### config.mk
export PLATFORM = sky130hd
export DESIGN_NAME = axis_uart_rx_flat
export DESIGN_NICKNAME = d
export VERILOG_FILES = /design/src/rtl/axis_uart_rx_if.sv /design/src/rtl/axis_uart_rx.sv /design/src/flat_wrapper.sv
export SDC_FILE = /design/constraint.sdc
export NUM_CORES = 1
export LEC_CHECK = 0
export BUFFER_PORTS_ARGS = -buffer_cell sky130_fd_sc_hd__buf_2
export CAP_MARGIN = 40
export CORE_MARGIN = 2
export CORE_UTILIZATION = 35
export CTS_CLUSTER_DIAMETER = 80
export DETAILED_ROUTE_END_ITERATION = 8
export GPL_TIMING_DRIVEN = 0
export HOLD_SLACK_MARGIN = 0.15
export MAX_ROUTING_LAYER = met4
export PLACE_DENSITY_LB_ADDON = 0.12
export SKIP_CTS_REPAIR_TIMING = 1
export SYNTH_ARGS = -nofsm -noshare
export SYNTH_HDL_FRONTEND = slang
export SYNTH_SLANG_ARGS = --single-unit
### constraint.sdc
create_clock -name aclk -period 3 [get_ports aclk]
set_clock_uncertainty 0.15 [all_clocks]
set_input_delay 0.45 -clock aclk [delete_from_list [all_inputs] [get_ports aclk]]
set_output_delay 0.45 -clock aclk [all_outputs]
set_load 0.01 [all_outputs]
### src/rtl/axis_uart_rx_if.sv
// AXI-Stream bundle between the UART receiver and the AXI-Lite UART master.
interface axis_if_uart #(
  parameter int W = 32
);
  logic [W-1:0] tdata;
  logic         tvalid;
  logic         tready;

  modport m_axis (output tdata, output tvalid, input tready);
  modport s_axis (input tdata, input tvalid, output tready);
endinterface

### src/rtl/axis_uart_rx.sv
// UART receiver: deserializes parity-protected frames and packs DATA_BYTE
// bytes (MSB byte first) into one AXI-Stream word with a one-deep output
// register, error pulses and an inter-byte idle timeout.
module axis_uart_rx #(
  parameter int CLOCK               = 100_000_000,
  parameter int BAUD_RATE           = 115200,
  parameter int AXI_DATA_WIDTH_UART = 32,
  parameter int DATA_BITS           = 8,
  parameter int PARITY_BITS         = 1,
  parameter int STOP_BITS           = 1,
  parameter int TIMEOUT_BITS        = 16
) (
  input  logic        aclk,
  input  logic        aresetn,
  input  logic        uart_rx,
  output logic        rx_done,
  output logic        parity_err,
  output logic        frame_err,
  output logic        rx_timeout,
  output logic        overrun,
  axis_if_uart.m_axis m_axis
);

  localparam int W           = AXI_DATA_WIDTH_UART;
  localparam int COUNT_SPEED = CLOCK / BAUD_RATE;
  localparam int DATA_BYTE   = W / DATA_BITS;
  localparam int CBAUD_W     = $clog2(COUNT_SPEED);
  localparam int CBIT_W      = (DATA_BITS > 1) ? $clog2(DATA_BITS) : 1;
  localparam int CBYTE_W     = (DATA_BYTE > 1) ? $clog2(DATA_BYTE) : 1;
  localparam int CIDLE_W     = $clog2(TIMEOUT_BITS + 1);
  localparam int IDX_W       = (W > 1) ? $clog2(W) : 1;

  localparam logic [CBAUD_W-1:0] BAUD_MID      = CBAUD_W'(COUNT_SPEED / 2 - 1);
  localparam logic [CBAUD_W-1:0] BAUD_LAST     = CBAUD_W'(COUNT_SPEED - 1);
  localparam logic [CBIT_W-1:0]  BIT_DATA_LAST = CBIT_W'(DATA_BITS - 1);
  localparam logic [CBIT_W-1:0]  BIT_STOP_LAST = CBIT_W'(STOP_BITS - 1);
  localparam logic [CBYTE_W-1:0] BYTE_LAST     = CBYTE_W'(DATA_BYTE - 1);
  localparam logic [CIDLE_W-1:0] IDLE_LAST     = CIDLE_W'(TIMEOUT_BITS - 1);
  localparam bit                 EVEN_PARITY   = (PARITY_BITS == 1);

  typedef enum logic [2:0] {
    S_IDLE, S_START, S_DATA, S_PARITY, S_STOP, S_GAP
  } state_t;

  state_t               state_q, state_d;
  logic [1:0]           sync_q, sync_d;
  logic [CBAUD_W-1:0]   count_baud_q, count_baud_d;
  logic [CBIT_W-1:0]    count_bit_q, count_bit_d;
  logic [CBYTE_W-1:0]   count_byte_q, count_byte_d;
  logic [CIDLE_W-1:0]   count_idle_q, count_idle_d;
  logic [W-1:0]         shreg_q, shreg_d;
  logic [W-1:0]         tdata_q, tdata_d;
  logic                 par_q, par_d;
  logic                 perr_q, perr_d;
  logic                 ferr_q, ferr_d;
  logic                 tvalid_q, tvalid_d;
  logic                 rx_done_q, rx_done_d;
  logic                 parity_err_q, parity_err_d;
  logic                 frame_err_q, frame_err_d;
  logic                 rx_timeout_q, rx_timeout_d;
  logic                 overrun_q, overrun_d;

  logic                 rx_s;
  logic                 baud_tick;
  logic                 mid_tick;
  logic                 last_stop;
  logic                 word_end;
  logic                 gap_tmo;
  logic                 ferr_word;
  logic                 par_expect;
  logic [IDX_W-1:0]     bit_idx;

  assign rx_s       = sync_q[1];
  assign baud_tick  = (count_baud_q == BAUD_LAST);
  assign mid_tick   = (count_baud_q == BAUD_MID);
  assign last_stop  = (state_q == S_STOP) && baud_tick && (count_bit_q == BIT_STOP_LAST);
  assign word_end   = last_stop && (count_byte_q == BYTE_LAST);
  assign gap_tmo    = (state_q == S_GAP) && rx_s && baud_tick && (count_idle_q == IDLE_LAST);
  // A low stop sample in this very cycle must count toward the word verdict.
  assign ferr_word  = ferr_q | ((state_q == S_STOP) & baud_tick & ~rx_s);
  assign par_expect = EVEN_PARITY ? par_q : ~par_q;
  // Byte k occupies slice [W-1-k*DATA_BITS -: DATA_BITS], filled LSB first.
  assign bit_idx    = IDX_W'((DATA_BYTE - 1 - int'(count_byte_q)) * DATA_BITS + int'(count_bit_q));

  // State register.
  // NOTE: sequential state uses non-blocking assignments so every flop samples pre-edge values.
  always_ff @(posedge aclk) begin
    if (!aresetn) state_q <= S_IDLE;
    else          state_q <= state_d;
  end

  // Next-state logic for the frame sequencer.
  always_comb begin
    // NOTE: a default on every path keeps combinational blocks from inferring latches.
    state_d = state_q;
    case (state_q)
      S_IDLE:   if (!rx_s) state_d = S_START;
      S_START:  if (mid_tick) begin
                  if (!rx_s)                   state_d = S_DATA;
                  else if (count_byte_q != '0) state_d = S_GAP;
                  else                         state_d = S_IDLE;
                end
      S_DATA:   if (baud_tick && count_bit_q == BIT_DATA_LAST) state_d = S_PARITY;
      S_PARITY: if (baud_tick) state_d = S_STOP;
      S_STOP:   if (last_stop) state_d = word_end ? S_IDLE : S_GAP;
      S_GAP:    if (!rx_s)        state_d = S_START;
                else if (gap_tmo) state_d = S_IDLE;
      default:  state_d = S_IDLE;
    endcase
  end

  // Counters, shift register, sticky flags, output register and pulses.
  always_comb begin
    sync_d       = {sync_q[0], uart_rx};
    count_baud_d = count_baud_q;
    count_bit_d  = count_bit_q;
    count_byte_d = count_byte_q;
    count_idle_d = count_idle_q;
    shreg_d      = shreg_q;
    par_d        = par_q;
    perr_d       = perr_q;
    ferr_d       = ferr_q;
    tdata_d      = tdata_q;
    tvalid_d     = tvalid_q;
    rx_done_d    = 1'b0;
    parity_err_d = 1'b0;
    frame_err_d  = 1'b0;
    rx_timeout_d = 1'b0;
    overrun_d    = 1'b0;

    if (tvalid_q && m_axis.tready) tvalid_d = 1'b0;

    case (state_q)
      S_IDLE: begin
        count_baud_d = '0;
        count_bit_d  = '0;
        count_idle_d = '0;
        par_d        = 1'b0;
      end
      S_START: begin
        count_baud_d = mid_tick ? '0 : count_baud_q + CBAUD_W'(1);
        count_bit_d  = '0;
        par_d        = 1'b0;
      end
      S_DATA: begin
        count_baud_d = baud_tick ? '0 : count_baud_q + CBAUD_W'(1);
        if (baud_tick) begin
          shreg_d[bit_idx] = rx_s;
          par_d            = par_q ^ rx_s;
          count_bit_d      = (count_bit_q == BIT_DATA_LAST) ? '0 : count_bit_q + CBIT_W'(1);
        end
      end
      S_PARITY: begin
        count_baud_d = baud_tick ? '0 : count_baud_q + CBAUD_W'(1);
        if (baud_tick && rx_s != par_expect) perr_d = 1'b1;
      end
      S_STOP: begin
        count_baud_d = baud_tick ? '0 : count_baud_q + CBAUD_W'(1);
        if (baud_tick) begin
          ferr_d      = ferr_word;
          count_bit_d = count_bit_q + CBIT_W'(1);
        end
        if (last_stop) begin
          count_bit_d = '0;
          if (!word_end) begin
            count_byte_d = count_byte_q + CBYTE_W'(1);
            count_idle_d = '0;
          end else begin
            count_byte_d = '0;
            perr_d       = 1'b0;
            ferr_d       = 1'b0;
            parity_err_d = perr_q;
            frame_err_d  = ferr_word;
            if (!perr_q && !ferr_word) begin
              // A word leaving in this same cycle frees the register for the new one.
              if (!tvalid_q || m_axis.tready) begin
                tdata_d   = shreg_q;
                tvalid_d  = 1'b1;
                rx_done_d = 1'b1;
              end else begin
                overrun_d = 1'b1;
              end
            end
          end
        end
      end
      S_GAP: begin
        count_baud_d = baud_tick ? '0 : count_baud_q + CBAUD_W'(1);
        if (!rx_s) begin
          count_baud_d = '0;
        end else if (gap_tmo) begin
          rx_timeout_d = 1'b1;
          shreg_d      = '0;
          perr_d       = 1'b0;
          ferr_d       = 1'b0;
          count_byte_d = '0;
          count_idle_d = '0;
        end else if (baud_tick) begin
          count_idle_d = count_idle_q + CIDLE_W'(1);
        end
      end
      default: ;
    endcase
  end

  // Datapath registers; reset clears everything, the synchronizer idles high.
  always_ff @(posedge aclk) begin
    if (!aresetn) begin
      sync_q       <= 2'b11;
      count_baud_q <= '0;
      count_bit_q  <= '0;
      count_byte_q <= '0;
      count_idle_q <= '0;
      shreg_q      <= '0;
      par_q        <= 1'b0;
      perr_q       <= 1'b0;
      ferr_q       <= 1'b0;
      tdata_q      <= '0;
      tvalid_q     <= 1'b0;
      rx_done_q    <= 1'b0;
      parity_err_q <= 1'b0;
      frame_err_q  <= 1'b0;
      rx_timeout_q <= 1'b0;
      overrun_q    <= 1'b0;
    end else begin
      sync_q       <= sync_d;
      count_baud_q <= count_baud_d;
      count_bit_q  <= count_bit_d;
      count_byte_q <= count_byte_d;
      count_idle_q <= count_idle_d;
      shreg_q      <= shreg_d;
      par_q        <= par_d;
      perr_q       <= perr_d;
      ferr_q       <= ferr_d;
      tdata_q      <= tdata_d;
      tvalid_q     <= tvalid_d;
      rx_done_q    <= rx_done_d;
      parity_err_q <= parity_err_d;
      frame_err_q  <= frame_err_d;
      rx_timeout_q <= rx_timeout_d;
      overrun_q    <= overrun_d;
    end
  end

  assign m_axis.tdata  = tdata_q;
  assign m_axis.tvalid = tvalid_q;
  assign rx_done       = rx_done_q;
  assign parity_err    = parity_err_q;
  assign frame_err     = frame_err_q;
  assign rx_timeout    = rx_timeout_q;
  assign overrun       = overrun_q;

endmodule
### src/flat_wrapper.sv
// flat-port wrapper written by rule: the top's interface ports become plain ports
module axis_uart_rx_flat 
#(
  parameter int CLOCK               = 100_000_000,
  parameter int BAUD_RATE           = 115200,
  parameter int AXI_DATA_WIDTH_UART = 32,
  parameter int DATA_BITS           = 8,
  parameter int PARITY_BITS         = 1,
  parameter int STOP_BITS           = 1,
  parameter int TIMEOUT_BITS        = 16
)
  (aclk, aresetn, uart_rx, rx_done, parity_err, frame_err, rx_timeout, overrun, m_axis_tdata, m_axis_tvalid, m_axis_tready);
  axis_if_uart m_axis_i ();
  input  logic aclk;
  input  logic aresetn;
  input  logic uart_rx;
  output logic rx_done;
  output logic parity_err;
  output logic frame_err;
  output logic rx_timeout;
  output logic overrun;
  output wire logic [$bits(m_axis_i.tdata)-1:0] m_axis_tdata;
  output wire logic [$bits(m_axis_i.tvalid)-1:0] m_axis_tvalid;
  input wire logic [$bits(m_axis_i.tready)-1:0] m_axis_tready;
  assign m_axis_tdata = m_axis_i.tdata;
  assign m_axis_tvalid = m_axis_i.tvalid;
  assign m_axis_i.tready = m_axis_tready;
  axis_uart_rx #(.CLOCK(CLOCK), .BAUD_RATE(BAUD_RATE), .AXI_DATA_WIDTH_UART(AXI_DATA_WIDTH_UART), .DATA_BITS(DATA_BITS), .PARITY_BITS(PARITY_BITS), .STOP_BITS(STOP_BITS), .TIMEOUT_BITS(TIMEOUT_BITS)) u_core (.aclk(aclk), .aresetn(aresetn), .uart_rx(uart_rx), .rx_done(rx_done), .parity_err(parity_err), .frame_err(frame_err), .rx_timeout(rx_timeout), .overrun(overrun), .m_axis(m_axis_i));
endmodule
==> results of run 1 <==
## power groups by stage
stage | registers (W) | clock network, W | logic, W
2_1_floorplan | 0.00134 | 0 | 0.0000727
3_3_place_gp | 0.00134 | 0 | 0.000102
3_5_place_dp | 0.00134 | 0 | 0.000103
5_1_grt | 0.00131 | 0.00132 | 0.000117
4_1_cts | 0.00131 | 0.00128 | 0.000104
6_report | 0.00131 | 0.00125 | 0.000104
## cells in the mapped netlist, types with 12 or more instances
library cell  instances  area, sq um
a21oi_1              20        100.1
clkbuf_1             27        101.4
dfxtp_1              98         1962
ha_1                 12        150.1
inv_1                14        52.55
mux2i_1              35        350.3
nand2_1              51        191.4
nand3_1              43        215.2
nand4_1              36        225.2
nor2_1               39        146.4
o21ai_0              43        215.2
## kinds of logic (layout without fill, tap and decap cells)
group | Yosys count | count (layout) | synth area share
AND/OR/NAND/NOR | 240 | 240 | 0.2794
flip-flops | 98 | 98 | 0.4241
AO/OA/AOI/OAI | 94 | 94 | 0.1225
buffers and inverters | 63 | 120 | 0.05924
multiplexers | 36 | 36 | 0.07817
adder cells (fa/ha/maj) | 13 | 13 | 0.03462
XOR/XNOR | 1 | 1 | 0.001894
## registers in the layout, indices dropped and copies added, names as in the netlist
name	cells
u_core.par_expect	1
u_core.m_axis.tdata	32
u_core.overrun	1
u_core.parity_err	1
u_core.count_idle_q	5
u_core.frame_err	1
u_core.ferr_q	1
u_core.state_q	3
u_core.rx_timeout	1
u_core.count_byte_q	2
u_core.sync_q	2
u_core.count_baud_q	10
u_core.m_axis.tvalid	1
u_core.rx_done	1
u_core.shreg_q	32
u_core.perr_q	1
u_core.count_bit_q	3
## final cells by class
| cell class | count | area, sq um |
|---|---|---|
| fill | 1367 | 7707 |
| multi-input combinational | 384 | 2395 |
| sequential | 98 | 1962 |
| clock buffer | 9 | 225.2 |
| buffer | 49 | 221.5 |
| tap | 176 | 220.2 |
| timing repair buffer | 41 | 210.2 |
| clock inverter | 7 | 91.34 |
| inverter | 14 | 52.55 |
## path summary, 6_finish.rpt
kind                            slack, ps  cells after the start             startpoint                     end
worst max register to register        320                      8  u_core.count_bit_q[0]  u_core.count_idle_q[4]
worst min register to register        270                      1       u_core.sync_q[0]        u_core.sync_q[1]
worst min-delay path                  270                      1       u_core.sync_q[0]        u_core.sync_q[1]
worst max-delay path                  320                      8  u_core.count_bit_q[0]  u_core.count_idle_q[4]
## worst max-delay path, cell delays in order, from the launching register on
cell and delay (ps):
dfxtp_1 350, inv_1 90, ha_1 170, clkbuf_1 450, nor4b_1 430, nand4_1 170, a22oi_1 420, o21ai_0 150
and3_1 210
## stage by stage
stage          power, W  hold WS [ps]  instances  setup WS (ps)
6_report       0.002658         272.1        778          317.3
5_1_grt        0.002748         289.1        778          66.91
4_1_cts        0.002688         147.6        777          205.6
3_5_place_dp   0.001441         256.4        761          226.3
3_3_place_gp   0.001440         246.0        761          254.8
2_1_floorplan  0.001409         236.3        545          884.9
## layer usage
metal  share of wire  up-vias
met1            0.48     1929
met5               0        -
met2            0.48       74
li1                -     2054
met4           0.017        0
met3           0.028       16
==> summary.txt, run 1 <==
Largest net degree at the start of global routing: 17
Root Buffer: clkbuf_16
Max-Cap Viols: 0
Synth Register Bits: 98
Commonest non-fill, non-tap cells in the layout: dfxtp_1, nand2_1, buf_2, nand3_1, o21ai_0
First-pass GRT wire length: 19.59 mm
CTS Buf Count: 9
Nets: 613
Internal: 0.002063 W
Net Sw Frac: 0.2239
Ys Warns: 0
RSZ-0062 raised after global routing: false
GR Util met1: 0.2296
Clock tree buffer depth: 2
Total gr overflow: 0
Post-route minimum period: 2683 ps
Met3 usage: 0.02874
CTS HTree Levels: 3
Status: completed
Worst min path class: reg2reg
Die Height: 119.0 microns
Max Freq: 0.3728 GHz
Initial antenna violation count: 0
Ys async rst share: 0
Pwr Density: 494.3 nW/um^2
Core Rows: 42
Peak supply drop: 0.0002142 V
Chip Width: 119.0 microns
Seq/Total Area, Yosys: 0.4241
Vias in the first global route: 3884
Core area: 13090 sq um
Starting Density: 0.3535
Synthesis-to-finish area growth: 16.26%
Syn Inst Count: 545
Mapped cell area: 4626 sq um
Post-DR wirelength/cell: 15.33 microns
Number of I/O pins: 42
Post-Route Utilization: 0.4110
CTS Sinks: 98
Post-route cell area: 5378 sq um
Max Slew Vio Count: 0
Crit path arrival time: 2770 ps
HPWL after DPL: 8.540 mm
Leakage: 2.231 nW
Commonest non-fill, non-tap cell in the layout: dfxtp_1
Initial drt markers: 221
Net count after synthesis: 561
Yosys cell types: 57
Antenna cells: 0
Busiest grt layer: met2
Relative slew slack: 0.5701
Final hold vios: 0
Setup TNS: 0 ps
RePlAce Congestion: 0.8433
Mean Syn Cell Area: 8.487 sq um
Psw: 0.0005951 W
GR Util met2: 0.2816
Critical Path End Type: flip-flop
Total GRT Usage: 0.1765
Finish-stage setup viols: 0
Clk slew on worst S/H paths: 70 ps
Flop pwr share: 0.492
Least-Margin Pin Slew: 644.9 ps
Vias: 4073
Tcrit/Tclk final: 0.8942
Worst path required time: 3090 ps
DRC: 0
Total iterations of the first detailed-routing run: 5
CTS tree: built
Layout cells sized above 1: 0.1379
Clk_lat worst skew: 340 ps
CP startpoint kind: flip-flop
DIE AREA: 14150 sq um
Final wirelength: 11.93 mm
Routed Antenna Nets: 0
Placed cell area: 5046 sq um
Main synth FF type: dfxtp_1
Post-synth EDFFs: 0
Setup CP Type: reg2reg
Crit path max fanout: 10
Vias per cell: 5.235
PortBufs: 40
Logic pwr share: 0.039
Clock power share: 0.469
(Power assumes the default switching activity.)
==> run 2, diff against run 1 <==
--- a/config.mk
+++ b/config.mk
@@ -6,9 +6,10 @@
 export NUM_CORES = 1
 export LEC_CHECK = 0
 export BUFFER_PORTS_ARGS = -buffer_cell sky130_fd_sc_hd__buf_2
-export CAP_MARGIN = 40
+export CAP_MARGIN = 20
 export CORE_MARGIN = 2
 export CORE_UTILIZATION = 35
+export CTS_BUF_LIST = sky130_fd_sc_hd__clkbuf_4 sky130_fd_sc_hd__clkbuf_8
 export CTS_CLUSTER_DIAMETER = 80
 export DETAILED_ROUTE_END_ITERATION = 8
 export GPL_TIMING_DRIVEN = 0
==> run 2 against run 1 <==
Combinational power about the same. Non-clock buffer count unchanged. First-iteration DRC count down 17%. Clock-buffer cell count stayed put. Utilization decreased by 0.77 points. Hold slack worse by 17 ps. Sequential cell count is the same. Total power decreased by 11%. Clock power down 24%. Worst setup slack got worse by 17 ps. Register-to-register slack got worse by 20 ps. Sequential share of layout area increased by 0.70 points. Critical path type unchanged. Highest routed layer unchanged.
==> summary.txt, run 2 (synthesis gave the netlist of run 1 again) <==
Status: completed
Max Freq: 0.3705 GHz
Routed Antenna Nets: 0
Setup CP Type: reg2reg
Vias per cell: 5.217
RePlAce Congestion: 0.8433
Worst min path class: in2reg
Vias: 4059
Clk slew on worst S/H paths: 100 ps
Worst path required time: 3120 ps
Chip Width: 119.0 microns
Antenna cells: 0
Layout fillers: 1378
Clock tree buffer depth: 2
Total GRT Usage: 0.1761
DRC: 0
Post-Route Utilization: 0.4032
Largest delay share family, worst path: simple AND/OR/NAND/NOR gates
CTS Sinks: 98
Crit-path cells: inv_1 -> ha_1 -> clkbuf_1 -> nor4b_1 -> nand4_1 -> a22oi_1 -> o21ai_0 -> and3_1
PortBufs: 40
Crit path max fanout: 10
Commonest non-fill, non-tap cells in the layout: dfxtp_1, nand2_1, buf_2, nand3_1, o21ai_0
Vias in the first global route: 3889
CTS HTree Levels: 3
WP buf/inv: 2
Initial drt markers: 183
Leakage: 2.184 nW
Least-Margin Pin Slew: 629.1 ps
Crit path arrival time: 2820 ps
First-pass GRT wire length: 19.60 mm
Initial antenna violation count: 0
DIE AREA: 14150 sq um
Peak supply drop: 0.0001849 V
Core Rows: 42
Commonest non-fill, non-tap cell in the layout: dfxtp_1
Synthesis-to-finish area growth: 14.07%
Core area: 13090 sq um
Total gr overflow: 0
Post-route minimum period: 2699 ps
Tcrit/Tclk final: 0.8998
CTS Buf Count: 9
CP max-delay cell: clkbuf_1
Max-Cap Viols: 0
Setup TNS: 0 ps
Max Slew Vio Count: 0
Relative slew slack: 0.5774
Finish-stage setup viols: 0
Total iterations of the first detailed-routing run: 5
Final wirelength: 11.90 mm
Critical Path End Type: flip-flop
CP max stage delay: 440 ps
Nets: 613
CP startpoint kind: flip-flop
Layout cells sized above 1: 0.1379
Post-DR wirelength/cell: 15.29 microns
Number of I/O pins: 42
Starting Density: 0.3535
Largest net degree at the start of global routing: 17
Final hold vios: 0
Clk_lat worst skew: 370 ps
RSZ-0062 raised after global routing: false
Pwr Density: 447.7 nW/um^2
HPWL after DPL: 8.540 mm
CTS tree: built
Root Buffer: clkbuf_8
Die Height: 119.0 microns
## run 2: where the power goes
group | switching (W) | total [W] | internal, W
logic | 0.0000745 | 0.000104 | 0.0000294
registers | 0.00000361 | 0.00131 | 0.00130
clock network | 0.000482 | 0.000951 | 0.000469
total | 0.000560 | 0.00236 | 0.00180
## run 2: worst register-to-register path: stages (launching register included)
cell	delay, ps
dfxtp_1	360
inv_1	100
ha_1	170
clkbuf_1	440
nor4b_1	430
nand4_1	170
a22oi_1	430
o21ai_0	160
and3_1	210
## run 2: layout make-up
class,instances,area (sq um),area share
timing repair buffer,41,210.2,0.03984
multi-input combinational,384,2395,0.4539
sequential,98,1962,0.3718
clock inverter,7,91.34,0.01731
inverter,14,52.55,0.009960
tap,176,220.2,0.04174
clock buffer,9,123.9,0.02348
buffer,49,221.5,0.04197
## run 2: worst paths after layout
path	slack, ps	endpoint	cells past startpoint	from
max reg2reg	300	u_core.count_idle_q[4]	8	u_core.count_bit_q[0]
min	260	u_core.m_axis.tvalid	3	m_axis_tready
min reg2reg	280	u_core.sync_q[1]	1	u_core.sync_q[0]
max	300	u_core.count_idle_q[4]	8	u_core.count_bit_q[0]
## run 2: layer usage
layer  GRT usage  wire length (microns)
met5           -                      0
met4     0.05357                    168
met3     0.03017                    403
met2      0.2834                   5713
met1      0.2269                   5613
## run 2: metrics by stage
step | total power [W] | hold WS [ps] | instances | setup WS, ps | area, sq um
global route | 0.002451 | 276.1 | 778 | 64.04 | 5276
global placement | 0.001440 | 246.0 | 761 | 254.8 | 5046
floorplan | 0.001409 | 236.3 | 545 | 884.9 | 4626
CTS | 0.002392 | 109.7 | 777 | 194.1 | 5261
finish | 0.002362 | 255.0 | 778 | 300.7 | 5276
detailed placement | 0.001441 | 256.4 | 761 | 226.3 | 5046
==> run 3, diff against run 2 <==
--- a/config.mk
+++ b/config.mk
@@ -5,10 +5,11 @@
 export SDC_FILE = /design/constraint.sdc
 export NUM_CORES = 1
 export LEC_CHECK = 0
+export ABC_CLOCK_PERIOD_IN_PS = 3000
 export BUFFER_PORTS_ARGS = -buffer_cell sky130_fd_sc_hd__buf_2
 export CAP_MARGIN = 20
 export CORE_MARGIN = 2
-export CORE_UTILIZATION = 35
+export CORE_UTILIZATION = 61
 export CTS_BUF_LIST = sky130_fd_sc_hd__clkbuf_4 sky130_fd_sc_hd__clkbuf_8
 export CTS_CLUSTER_DIAMETER = 80
 export DETAILED_ROUTE_END_ITERATION = 8
==> run 3 against run 2 <==
Die area is 41% lower. Design area is 2.3% lower. Combinational power hardly changed. Wire length is 7.2% lower. Critical endpoint is now u_core.shreg_q[5]. Clock-buffer cell count is 1 higher. Register-to-register slack worse by 90 ps. Clock power is 12% lower. Via count is 1.7% higher. Global-route usage is 10 points higher. Maximum frequency is 3.3% lower. Sequential power hardly changed.
==> summary.txt, run 3 (synthesis gave the netlist of run 1 again) <==
Core area: 7292 sq um
Status: completed
Core Rows: 31
Worst path required time: 3100 ps
Vias: 4127
RSZ-0062 raised after global routing: false
Layout fillers: 634
Clk slew on worst S/H paths: 100 ps
Initial drt markers: 339
DIE AREA: 8296 sq um
CP startpoint kind: flip-flop
Max Slew Vio Count: 0
Pwr Density: 436.9 nW/um^2
Logic pwr share: 0.046
Total iterations of the first detailed-routing run: 5
Reg2Reg Capture Point: u_core.shreg_q[5]
Finish-stage setup viols: 0
Worst Setup SP: u_core.count_baud_q[0]
Final hold vios: 0
Number of I/O pins: 42
First-pass GRT wire length: 18.24 mm
Relative slew slack: 0.4054
Clk_lat worst skew: 370 ps
Routed Antenna Nets: 0
Tcrit/Tclk final: 0.9301
Nets: 613
Setup TNS: 0 ps
Vias per cell: 5.887
Least-Margin Pin Slew: 884.4 ps
Final wirelength: 11.04 mm
Psw: 0.0005772 W
Crit path arrival time: 2890 ps
Peak supply drop: 0.0002908 V
Commonest non-fill, non-tap cells in the layout: dfxtp_1, nand2_1, buf_2, nand3_1, o21ai_0
Commonest non-fill, non-tap cell in the layout: dfxtp_1
Antenna cells: 0
Leakage: 2.173 nW
Setup CP Type: reg2reg
RePlAce Congestion: 0.9328
Net Sw Frac: 0.2564
Max-Cap Viols: 0
Clock tree buffer depth: 2
CTS tree: built
CTS HTree Levels: 3
Starting Density: 0.6344
Initial antenna violation count: 0
Internal: 0.001674 W
Root Buffer: clkbuf_8
Worst hold path startpoint: m_axis_tready
Post-route minimum period: 2790 ps
HPWL after DPL: 7.894 mm
R2r worst-path depth: 7
Total gr overflow: 0
Placed cell area: 4950 sq um
RR Startpoint: u_core.count_baud_q[0]
Die Height: 91.08 microns
Clock power share: 0.373
CP max-delay cell: o31ai_1
CP max stage delay: 800 ps
Critical Path End Type: flip-flop
Crit path max fanout: 10
CTS Sinks: 98
Post-DR wirelength/cell: 15.75 microns
Flop pwr share: 0.581
CTS Buf Count: 9
Chip Width: 91.08 microns
Hold Path Depth: 3
Worst min path class: in2reg
Max Freq: 0.3584 GHz
Worst hold slack: 247.9 ps
Post-route cell area: 5152 sq um
R2r setup slk: 210 ps
DRC: 0
PortBufs: 40
Layout cells sized above 1: 0.1362
Total GRT Usage: 0.2762
Synthesis-to-finish area growth: 11.39%
Vias in the first global route: 3817
Worst hold endpoint: u_core.overrun
Crit-path cells: ha_1 -> and2_1 -> buf_2 -> nand3_4 -> o31ai_1 -> clkbuf_1 -> nor2_1
Largest net degree at the start of global routing: 19
run 3: cell types whose count changed in the layout (fill, tap and decap cells not counted), sizes merged:
cell      previous run  this run
bufinv               2         0
inv                 15        17
clkbuf              41        42
clkinvlp             1         0
run 3: how the worst max path moves through the flow:
stage	to	slack (ps)	cells past startpoint
finish	u_core.shreg_q[5]	210	7
detailed placement	u_core.shreg_q[12]	300	7
CTS	u_core.shreg_q[12]	270	7
floorplan	u_core.count_byte_q[0]	880	8
global placement	u_core.shreg_q[24]	330	7
global route	u_core.shreg_q[22]	90	7
run 3: power groups by stage:
| stage | clock (W) | combinational, W | sequential [W] |
|---|---|---|---|
| finish | 0.000839 | 0.000104 | 0.00131 |
| global route | 0.000895 | 0.000113 | 0.00131 |
| CTS | 0.000845 | 0.000102 | 0.00131 |
| detailed placement | 0 | 0.000101 | 0.00134 |
| global placement | 0 | 0.000100 | 0.00134 |
| floorplan | 0 | 0.0000727 | 0.00134 |
run 3: per-layer routing:
metal	share of wire	up-vias	GRT usage
met3	0.043	21	0.03237
li1	-	2046	-
met4	0.020	0	0.1035
met1	0.49	1956	0.3732
met2	0.45	104	0.4278
met5	0	-	-
run 3: per-stage QoR:
step           power (W)  utilization  instances  setup WS (ps)
4_1_cts         0.002254       0.7052        700          268.0
5_1_grt         0.002317       0.7066        701          87.47
6_report        0.002251       0.7066        701          209.7
3_3_place_gp    0.001438       0.6788        684          327.8
2_1_floorplan   0.001409            -        545          884.9
3_5_place_dp    0.001439       0.6788        684          302.7
run 3: layout make-up:
cell class,instances,area (sq um),share of cell area
buffer,49,221.5,0.04298
timing repair buffer,41,210.2,0.04080
clock inverter,6,55.05,0.01068
inverter,14,52.55,0.01020
sequential,98,1962,0.3808
tap,99,123.9,0.02404
clock buffer,10,137.6,0.02671
multi-input combinational,384,2390,0.4638
run 3: worst max-delay path, delay by kind of cell, from the launching register on:
family,cells,cell delay (ps)
compound gates,1,800
buf+inv,2,610
flops,1,400
simple gates,3,400
fa+ha+maj,1,300
